**config.mk**
```make
export PLATFORM = sky130hd
export DESIGN_NAME = mesh_result_serializer
export DESIGN_NICKNAME = d
export VERILOG_FILES = /design/src/rtl/mesh_pkg.sv /design/src/rtl/beat_coord_counter.sv /design/src/rtl/mesh_result_serializer.sv
export SDC_FILE = /design/constraint.sdc
export NUM_CORES = 2
export LEC_CHECK = 0
export BUFFER_PORTS_ARGS = -buffer_cell sky130_fd_sc_hd__buf_2
export CAP_MARGIN = 20
export CORE_AREA = 2 2 731 733
export DETAILED_ROUTE_END_ITERATION = 6
export DIE_AREA = 0 0 733 735
export SLEW_MARGIN = 10
export SYNTH_ARGS = -nofsm -noshare
export SYNTH_HDL_FRONTEND = slang
export SYNTH_HIERARCHICAL = 1
export SYNTH_SLANG_ARGS = --single-unit
```
**constraint.sdc**
```tcl
create_clock -name clk -period 119.8 [get_ports clk]
set_input_delay 5.99 -clock clk [delete_from_list [all_inputs] [get_ports clk]]
set_output_delay 5.99 -clock clk [all_outputs]
set_load 0.01 [all_outputs]
```
**src/rtl/mesh_pkg.sv**
```systemverilog
`default_nettype none
// ============================================================================
// Module      : mesh_pkg
// Description : Shared geometry constants and node slicing helper for the
//               26x18 toroidal mesh result path.
// Revision    : 1.0 - initial release
// ============================================================================
package mesh_pkg;

    localparam int MESH_COLS  = 26;
    localparam int MESH_ROWS  = 18;
    localparam int MESH_NODES = MESH_COLS * MESH_ROWS;
    localparam int NODE_OUT_W = 4;

    localparam int ROW_W = 5;
    localparam int COL_W = 5;

    typedef enum logic [0:0] {
        S_IDLE   = 1'b0,
        S_STREAM = 1'b1
    } ser_state_e;

    // Node 0 sits at the MSB end of the packed result bus.
    function automatic int node_slice_lsb(input int j);
        return NODE_OUT_W * (MESH_NODES - 1 - j);
    endfunction

endpackage
`default_nettype wire

```
**src/rtl/beat_coord_counter.sv**
```systemverilog
`default_nettype none
// ============================================================================
// Module      : beat_coord_counter
// Description : Beat index plus incremental row/column tracking for the
//               result serializer; no division anywhere.
// Revision    : 1.0 - initial release
// ============================================================================
module beat_coord_counter
    import mesh_pkg::*;
#(
    parameter int COLS           = MESH_COLS,
    parameter int NODES_PER_BEAT = 2,
    parameter int BEATS          = MESH_NODES / 2,
    parameter int K_W            = $clog2(BEATS)
) (
    input  logic             clk,
    input  logic             rst,
    input  logic             i_clear,
    input  logic             i_step,
    output logic [K_W-1:0]   o_k,
    output logic [ROW_W-1:0] o_row,
    output logic [COL_W-1:0] o_col,
    output logic             o_eol,
    output logic             o_last
);

    localparam logic [COL_W-1:0] c_col_step = COL_W'(NODES_PER_BEAT);
    localparam logic [COL_W-1:0] c_col_wrap = COL_W'(COLS - NODES_PER_BEAT);
    localparam logic [K_W-1:0]   c_k_last   = K_W'(BEATS - 1);

    logic [K_W-1:0]   r_k;
    logic [ROW_W-1:0] r_row;
    logic [COL_W-1:0] r_col;
    logic             w_eol;

    // The last beat of a row starts NODES_PER_BEAT columns before the edge.
    assign w_eol = (r_col == c_col_wrap);

    always_ff @(posedge clk) begin
        if (rst || i_clear) begin
            r_k   <= '0;
            r_row <= '0;
            r_col <= '0;
        end else if (i_step) begin
            r_k <= r_k + K_W'(1);
            if (w_eol) begin
                r_col <= '0;
                r_row <= r_row + ROW_W'(1);
            end else begin
                r_col <= r_col + c_col_step;
            end
        end
    end

    assign o_k    = r_k;
    assign o_row  = r_row;
    assign o_col  = r_col;
    assign o_eol  = w_eol;
    assign o_last = (r_k == c_k_last);

endmodule
`default_nettype wire

```
**src/rtl/mesh_result_serializer.sv**
```systemverilog
`default_nettype none
// ============================================================================
// Module      : mesh_result_serializer
// Description : Snapshots the wide mesh result bus on start and streams it
//               out NODES_PER_BEAT nodes per beat over valid/ready.
// Revision    : 1.0 - initial release
// ============================================================================
module mesh_result_serializer
    import mesh_pkg::*;
#(
    parameter int COLS           = MESH_COLS,
    parameter int ROWS           = MESH_ROWS,
    parameter int NODE_W         = NODE_OUT_W,
    parameter int NODES_PER_BEAT = 2
) (
    input  logic                             clk,
    input  logic                             rst,
    input  logic [COLS*ROWS*NODE_W-1:0]      res_in,
    input  logic                             start,
    output logic [NODE_W*NODES_PER_BEAT-1:0] m_data,
    output logic                             m_valid,
    input  logic                             m_ready,
    output logic [ROW_W-1:0]                 m_row,
    output logic [COL_W-1:0]                 m_col,
    output logic                             m_eol,
    output logic                             m_last,
    output logic                             busy,
    output logic                             done,
    output logic                             err
);

    localparam int c_nodes  = COLS * ROWS;
    localparam int c_beats  = c_nodes / NODES_PER_BEAT;
    localparam int c_beat_w = NODE_W * NODES_PER_BEAT;
    localparam int c_bus_w  = c_nodes * NODE_W;
    localparam int c_k_w    = $clog2(c_beats);
    localparam int c_idx_w  = $clog2(c_bus_w);

    generate
        if ((COLS % NODES_PER_BEAT) != 0) begin : g_bad_beat_split
            $error("NODES_PER_BEAT must divide COLS");
        end
    endgenerate

    ser_state_e           r_state;
    ser_state_e           w_state_nxt;
    logic [c_bus_w-1:0]   r_snap;
    logic                 r_done;
    logic                 r_err;

    logic                 w_valid;
    logic                 w_capture;
    logic                 w_clear;
    logic                 w_step;
    logic                 w_frame_end;
    logic [c_k_w-1:0]     w_k;
    logic [ROW_W-1:0]     w_row;
    logic [COL_W-1:0]     w_col;
    logic                 w_eol;
    logic                 w_last;
    logic [c_idx_w-1:0]   w_lsb;

    always_ff @(posedge clk) begin
        if (rst) begin
            r_state <= S_IDLE;
        end else begin
            r_state <= w_state_nxt;
        end
    end

    always_comb begin
        w_state_nxt = r_state;
        w_valid     = 1'b0;
        w_capture   = 1'b0;
        w_clear     = 1'b0;
        w_step      = 1'b0;
        w_frame_end = 1'b0;
        case (r_state)
            S_IDLE: begin
                if (start) begin
                    w_capture   = 1'b1;
                    w_clear     = 1'b1;
                    w_state_nxt = S_STREAM;
                end
            end
            S_STREAM: begin
                w_valid = 1'b1;
                if (m_ready) begin
                    if (w_last) begin
                        w_frame_end = 1'b1;
                        w_clear     = 1'b1;
                        w_state_nxt = S_IDLE;
                    end else begin
                        w_step = 1'b1;
                    end
                end
            end
            default: w_state_nxt = S_IDLE;
        endcase
    end

    // Snapshot contents are don't-care outside a frame, so no reset here.
    always_ff @(posedge clk) begin
        if (w_capture) begin
            r_snap <= res_in;
        end
    end

    always_ff @(posedge clk) begin
        if (rst) begin
            r_done <= 1'b0;
            r_err  <= 1'b0;
        end else begin
            r_done <= w_frame_end;
            if (start && (r_state == S_STREAM)) begin
                r_err <= 1'b1;
            end
        end
    end

    beat_coord_counter #(
        .COLS           (COLS),
        .NODES_PER_BEAT (NODES_PER_BEAT),
        .BEATS          (c_beats),
        .K_W            (c_k_w)
    ) u_coord (
        .clk     (clk),
        .rst     (rst),
        .i_clear (w_clear),
        .i_step  (w_step),
        .o_k     (w_k),
        .o_row   (w_row),
        .o_col   (w_col),
        .o_eol   (w_eol),
        .o_last  (w_last)
    );

    // Beat 0 is the top slice of the bus; later beats walk toward the LSB.
    assign w_lsb   = c_idx_w'((c_beats - 1 - int'(w_k)) * c_beat_w);

    assign m_data  = w_valid ? r_snap[w_lsb +: c_beat_w] : '0;
    assign m_valid = w_valid;
    assign m_row   = w_row;
    assign m_col   = w_col;
    assign m_eol   = w_valid & w_eol;
    assign m_last  = w_valid & w_last;
    assign busy    = w_valid;
    assign done    = r_done;
    assign err     = r_err;

endmodule
`default_nettype wire

```
## Yosys cells after proc, flatten, opt, wreduce, memory -nomap -nowiden

Index checks and enable logic that the tools add are counted.

- Output and inout port bits: 24
- Word-level logic and storage cells: 34
- Input bits: 1876
- Register bits: 1893

- $add $sub $neg: 4
- Bitwise logic cells: 3
- Multiplexer cells: 13
- Reduce and logical (&&, ||, !) cells: 4
- Eq/ne operators: 2
- Shifts and indexed selects: 1

Operators by type and width:

| operator | number |
|---|---|
| variable part select 1872 x 12 -> 8 bit | 1 |
| 2-to-1 mux 1 bit | 9 |
| adder 8 x 1 -> 8 bit, second input constant | 1 |
| == test 8 bit, second input constant | 1 |
| 2-to-1 mux 8 bit | 1 |
| subtractor 8 bit, first input constant | 1 |
| adder 5 x 1 -> 5 bit, second input constant | 1 |
| adder 5 x 2 -> 5 bit, second input constant | 1 |
| == test 5 bit, second input constant | 1 |
| 2-to-1 mux 5 bit | 1 |
| case mux 1 bit (2 select lines) | 2 |
| AND 1 bit | 2 |
| AND reduction 2 bit | 1 |
| OR reduction 2 bit | 1 |
| logical AND 1 bit | 1 |
| logical OR 1 bit | 1 |
| inverter 1 bit | 1 |

## Depth between registers and ports, before layout

- Depth in word-level cells: 5
- Depth in mapped cells: 18
- Mapped depth without buffers: 10

## Cells and area by module

Netlist, hierarchy kept.

By module, submodules not included:

| module | area each (um^2) | sequential area each (um^2) | cells an instance | instances |
|---|---|---|---|---|
| mesh_result_serializer | 72190.5 | 56274.0 | 3176 | 1 |
| beat_coord_counter | 835.8 | 340.3 | 95 | 1 |

## Worst setup path before layout

Ideal clock, no wire load.

- Kind: in2reg
- Start: input start
- End: register u_coord.r_k[0] (netlist: u_coord/o_k[0])
- Slack: 28.443 ns
- Setup time: 0.128 ns
- Path buffers: 2
- Arrival time: 91.229 ns
- Cell stages on the path: 6
- Data required time: 119.672 ns
- Cells stage by stage: nor2b_1 -> nand2b_1 -> or2_2 -> clkbuf_1 -> clkbuf_1 -> nor2_1

- Longest elaborated chain between the ends: 3

RTL lines:

| item | line | source |
|---|---|---|
| start, declared | mesh_result_serializer.sv:19 | `input logic start,` |
| 2-to-1 mux 1 bit | mesh_result_serializer.sv:80 | `if (start) begin` |
| case mux 1 bit (2 select lines) | mesh_result_serializer.sv:78 | `case (r_state)` |
| via w_clear | mesh_result_serializer.sv:53 | `logic w_clear;` |
| logical OR 1 bit | beat_coord_counter.sv:40 | `if (rst \|\| i_clear) begin` |
| end signal, assigned | beat_coord_counter.sv:45 | `r_k <= r_k + K_W'(1);` |
| end, declared | beat_coord_counter.sv:31 | `logic [K_W-1:0] r_k;` |

The timed path passes the listed nets, and every way through them passes these cells.
A chain may end at the register's enable or synchronous reset.

## Final worst setup path

- Start: register u_coord.r_k[0] (netlist: u_coord/o_k[0])
- End: output m_data[1]

- Longest elaborated chain between the ends: 3

RTL lines:

| item | line | source |
|---|---|---|
| subtractor 8 bit | mesh_result_serializer.sv:139 | `assign w_lsb = c_idx_w'((c_beats - 1 - int'(w_k)) * c_beat_w);` |
| variable part select 1872 x 12 -> 8 bit | mesh_result_serializer.sv:141 | `assign m_data = w_valid ? r_snap[w_lsb +: c_beat_w] : '0;` |
| 2-to-1 mux 8 bit | mesh_result_serializer.sv:141 |  |
| end, declared | mesh_result_serializer.sv:20 | `output logic [NODE_W*NODES_PER_BEAT-1:0] m_data,` |

No other way between the ends.

==> key figures <==
STA
  • Skew final: 0.0674 ns
  • Max frequency: between 0.07 and 0.08 GHz
  • # setup viols final: 0
  • RSZ-0062 raised after global routing: no
  • Final critical-path share of the clock period: between 10% and 20%
  • Actual slew at the worst max-slew pin: 1.38 ns
  • Worst hold slack: 0.508 ns
  • Final setup TNS: 0 ns
  • Post-route minimum period: around 13 ns
  • Hold Vio Cnt, Final: 0
  • Slew Limit Fails: 0
  • Max-slew headroom: 8.07%

Job
  • Max Cap Viol: 0

Routing
  • Drt via density: around 3.4
  • WL final: 359000 um
  • Via Count: 43100
  • Antenna Nets Post-Route: 0
  • Pre-Repair DR Iteration Count: 6
  • DRC Markers: 0
  • Routed WL per cell: 28.3 um
  • Initial DRC Count: roughly 3400

Pwr
  • Worst vdd ir: approximately 0.000014 V
  • Leakage: ~34 nW
  • PD cells: between 15 and 20 nW/um^2

Layout
  • Final net count: about 7000
  • Final non-filler cell total: 12700
  • Filler cell count: 56900
  • Area growth syn-to-layout: 35.5%
  • Share of cells above drive strength 1: between 50% and 60%
  • Reg area: approximately 57000 um^2
  • Multi-input gate area: 15500 um^2

Synth
  • Top post-synthesis cells by area: edfxtp_1, mux4_2, mux2i_1
  • Mapped Nets: 5152
  • Post-synth EDFFs: 1872
  • Synth area leader: edfxtp_1
  • Mapped Area: 73000 um^2
  • Avg Inst Size Synth: between 20 and 25 um^2
  • Ys flop type: edfxtp_1
  • Synth Register Bits: 1892
  • Post-synth ARST share: 0%
  • Seq/Total Area, Yosys: just under 80%
  • Synthesis Warnings: 6
  • Mapped Cells: 3271
  • Synth top area share: about three quarters
  • Netlist cell types: between 80 and 90

Floorplan
  • Die W: roughly 730 um
  • Die Y: 735 um
  • Core Region: 531000 um^2
  • Num rows: ~270
  • Initial core utilization: 13.7%
  • I/O pin total: 1900
  • Total die area: 539000 um^2

Critical path
  • Worst EP arrival: 7.29 ns
  • Slowest-stage cell, CP: buf_4
  • R2R cell count: 10
  • Cell with the most instances on the worst path: buf_4
  • Kind of critical path: reg -> out
  • Worst path max stage delay: 0.77 ns
  • Crit. End Element: output port
  • Worst path required time: 113.81 ns
  • Startpoint types: flip-flop
  • Worst-path fanout max: 87
  • CP cell instances: buf_4, buf_12, buf_4, mux4_2, mux4_2, a22oi_1, buf_6, buf_4, a31oi_1, a31oi_1, o32ai_1, buf_2

Clock tree
  • Clock-pin slew on the worst setup and hold paths: 0.07 ns
  • Post-cts gate resize count: 0
  • Maximum buffer depth of the clock tree: 4
  • Hold-fix buffer count after cts: 0
  • Htree depth: 4
  • Post-CTS Setup Repair Bufs: 0
  • CTS tree: yes
  • Clk_lat worst skew: 0.94 ns
  • Root buf cell: clkbuf_16
  • Sink Count: around 1900
  • Num CTS Buffers: 213

Placement
  • Inst Count DP: roughly 12000
  • PortBufs: 1898
  • RePlAce Congestion: 0.849
  • HPWL Detailed: 285000 um

Global route
  • Vias in the first global route: roughly 45000
  • Antenna violations before repair: between 200 and 250
  • Largest net degree at the start of global routing: about 170
  • First-pass GRT wire length: 450000 um
  • Total gr overflow: 0
  • GRT Util Overall: between 10% and 20%

Worst hold path
  • Min-Delay Path Depth: 2
  • Hold Crit Class: reg -> reg

Status
  • Status: finished, final reports clean
## path summary, 6_finish.rpt
path / from / to / slack (ns)
setup reg to reg: r_state$_SDFF_PP0_ / r_snap[1631]$_DFFE_PP_ / 112.55
hold / removal: u_coord/o_row[4]$_SDFFE_PP0P_ / u_coord/o_row[4]$_SDFFE_PP0P_ / 0.51
hold reg to reg: u_coord/o_row[4]$_SDFFE_PP0P_ / u_coord/o_row[4]$_SDFFE_PP0P_ / 0.51
setup / recovery: u_coord/o_k[0]$_SDFFE_PP0P_ / m_data[1] / 106.53
## worst max-delay path: cells and delay by family, from the launching register on
kind	cells	cell delay, ns
buffers and inverters	6	2.53
flip-flops	1	0.70
AO/OA/AOI/OAI	4	1.61
multiplexers	2	1.25
## where the power goes
group	total [W]	leakage, nW	internal, W	switching, W
clock	0.000670	3.42	0.000380	0.000290
combinational	0.000131	12.3	0.0000539	0.0000770
sequential	0.000785	18.0	0.000772	0.0000129
## cells in the mapped netlist (all sizes together) (4+ instances only)
master / number
xor2: 6
a311oi: 6
mux2i: 85
a211oi: 11
a221oi: 7
o32ai: 5
buf: 145
ha: 5
nand2: 189
mux2: 15
dfxtp: 20
nand4: 8
and2: 7
o211ai: 6
edfxtp: 1872
o22ai: 18
nor2b: 12
a31oi: 18
a2111oi: 14
nand3: 53
a21boi: 5
o2111ai: 8
a22oi: 7
o221ai: 4
o21ai: 26
clkbuf: 41
nor2: 31
o22a: 4
a21oi: 47
inv: 5
o31ai: 5
xnor2: 7
a211o: 5
or3: 6
and3: 5
nor3: 21
nor4: 8
mux4: 480
nand2b: 8
## cells by family after synthesis
kind of cell | share of synthesized area, %
AO/OA/AOI/OAI | 2.10
XOR/XNOR | 0.166
multiplexers | 16.2
buffers and inverters | 1.58
other | 0.00514
flip-flops | 77.5
adder cells (fa/ha/maj) | 0.0857
AND/OR/NAND/NOR | 2.32
## cell usage in the layout (no fill, tap or decap), types with 23 or more instances in the layout
cell / Yosys / final
a21oi_1: 47 / 45
buf_2: 72 / 1898
buf_4: 40 / 114
bufinv_16: 0 / 23
clkbuf_1: 41 / 33
clkbuf_16: 0 / 213
clkinv_1: 1 / 46
clkinv_2: 0 / 35
diode_2: 0 / 137
edfxtp_1: 1872 / 1872
mux2i_1: 85 / 81
mux4_2: 477 / 477
nand2_1: 189 / 186
nand3_1: 53 / 53
nor2_1: 31 / 27
o21ai_0: 25 / 23
## layer usage
| metal | vias to the layer above | wire length (um) | global-route usage (%) |
|---|---|---|---|
| li1 | 18200 | - | - |
| met1 | 21900 | 140000 | 15.2 |
| met2 | 2317 | 180000 | 22.6 |
| met3 | 534 | 28900 | 3.62 |
| met4 | 88 | 9640 | 3.16 |
| met5 | - | 566 | 0 |
## state kept, by name (all words and copies together), names as in the netlist
register	count
r_snap	1872
u_coord/o_k	8
u_coord/o_row	5
u_coord/o_col	4
done	1
err	1
r_state	1
## area by class of cell
type / count / area share [%]
Sequential cell: 1892 / 57.2
Multi-Input combinational cell: 1187 / 15.7
Timing Repair Buffer: 2027 / 10.7
Tap cell: 7020 / 8.87
Clock buffer: 246 / 5.51
Clock inverter: 146 / 1.59
Antenna cell: 137 / 0.346
Inverter: 6 / 0.0253
## per-stage QoR
step                      total power (W)  worst slack, ns  util (%)  cell area [um^2]
after floorplan                  0.000962            28.44         -             73000
after global placement           0.000935           106.14      17.2             91400
after CTS                         0.00162           105.74      18.6             98600
after global routing              0.00165           105.77      18.6             98700
after detailed placement         0.000937           106.43      17.2             91500
final                             0.00159           106.53      18.6             99000
(Power assumes the default switching activity.)
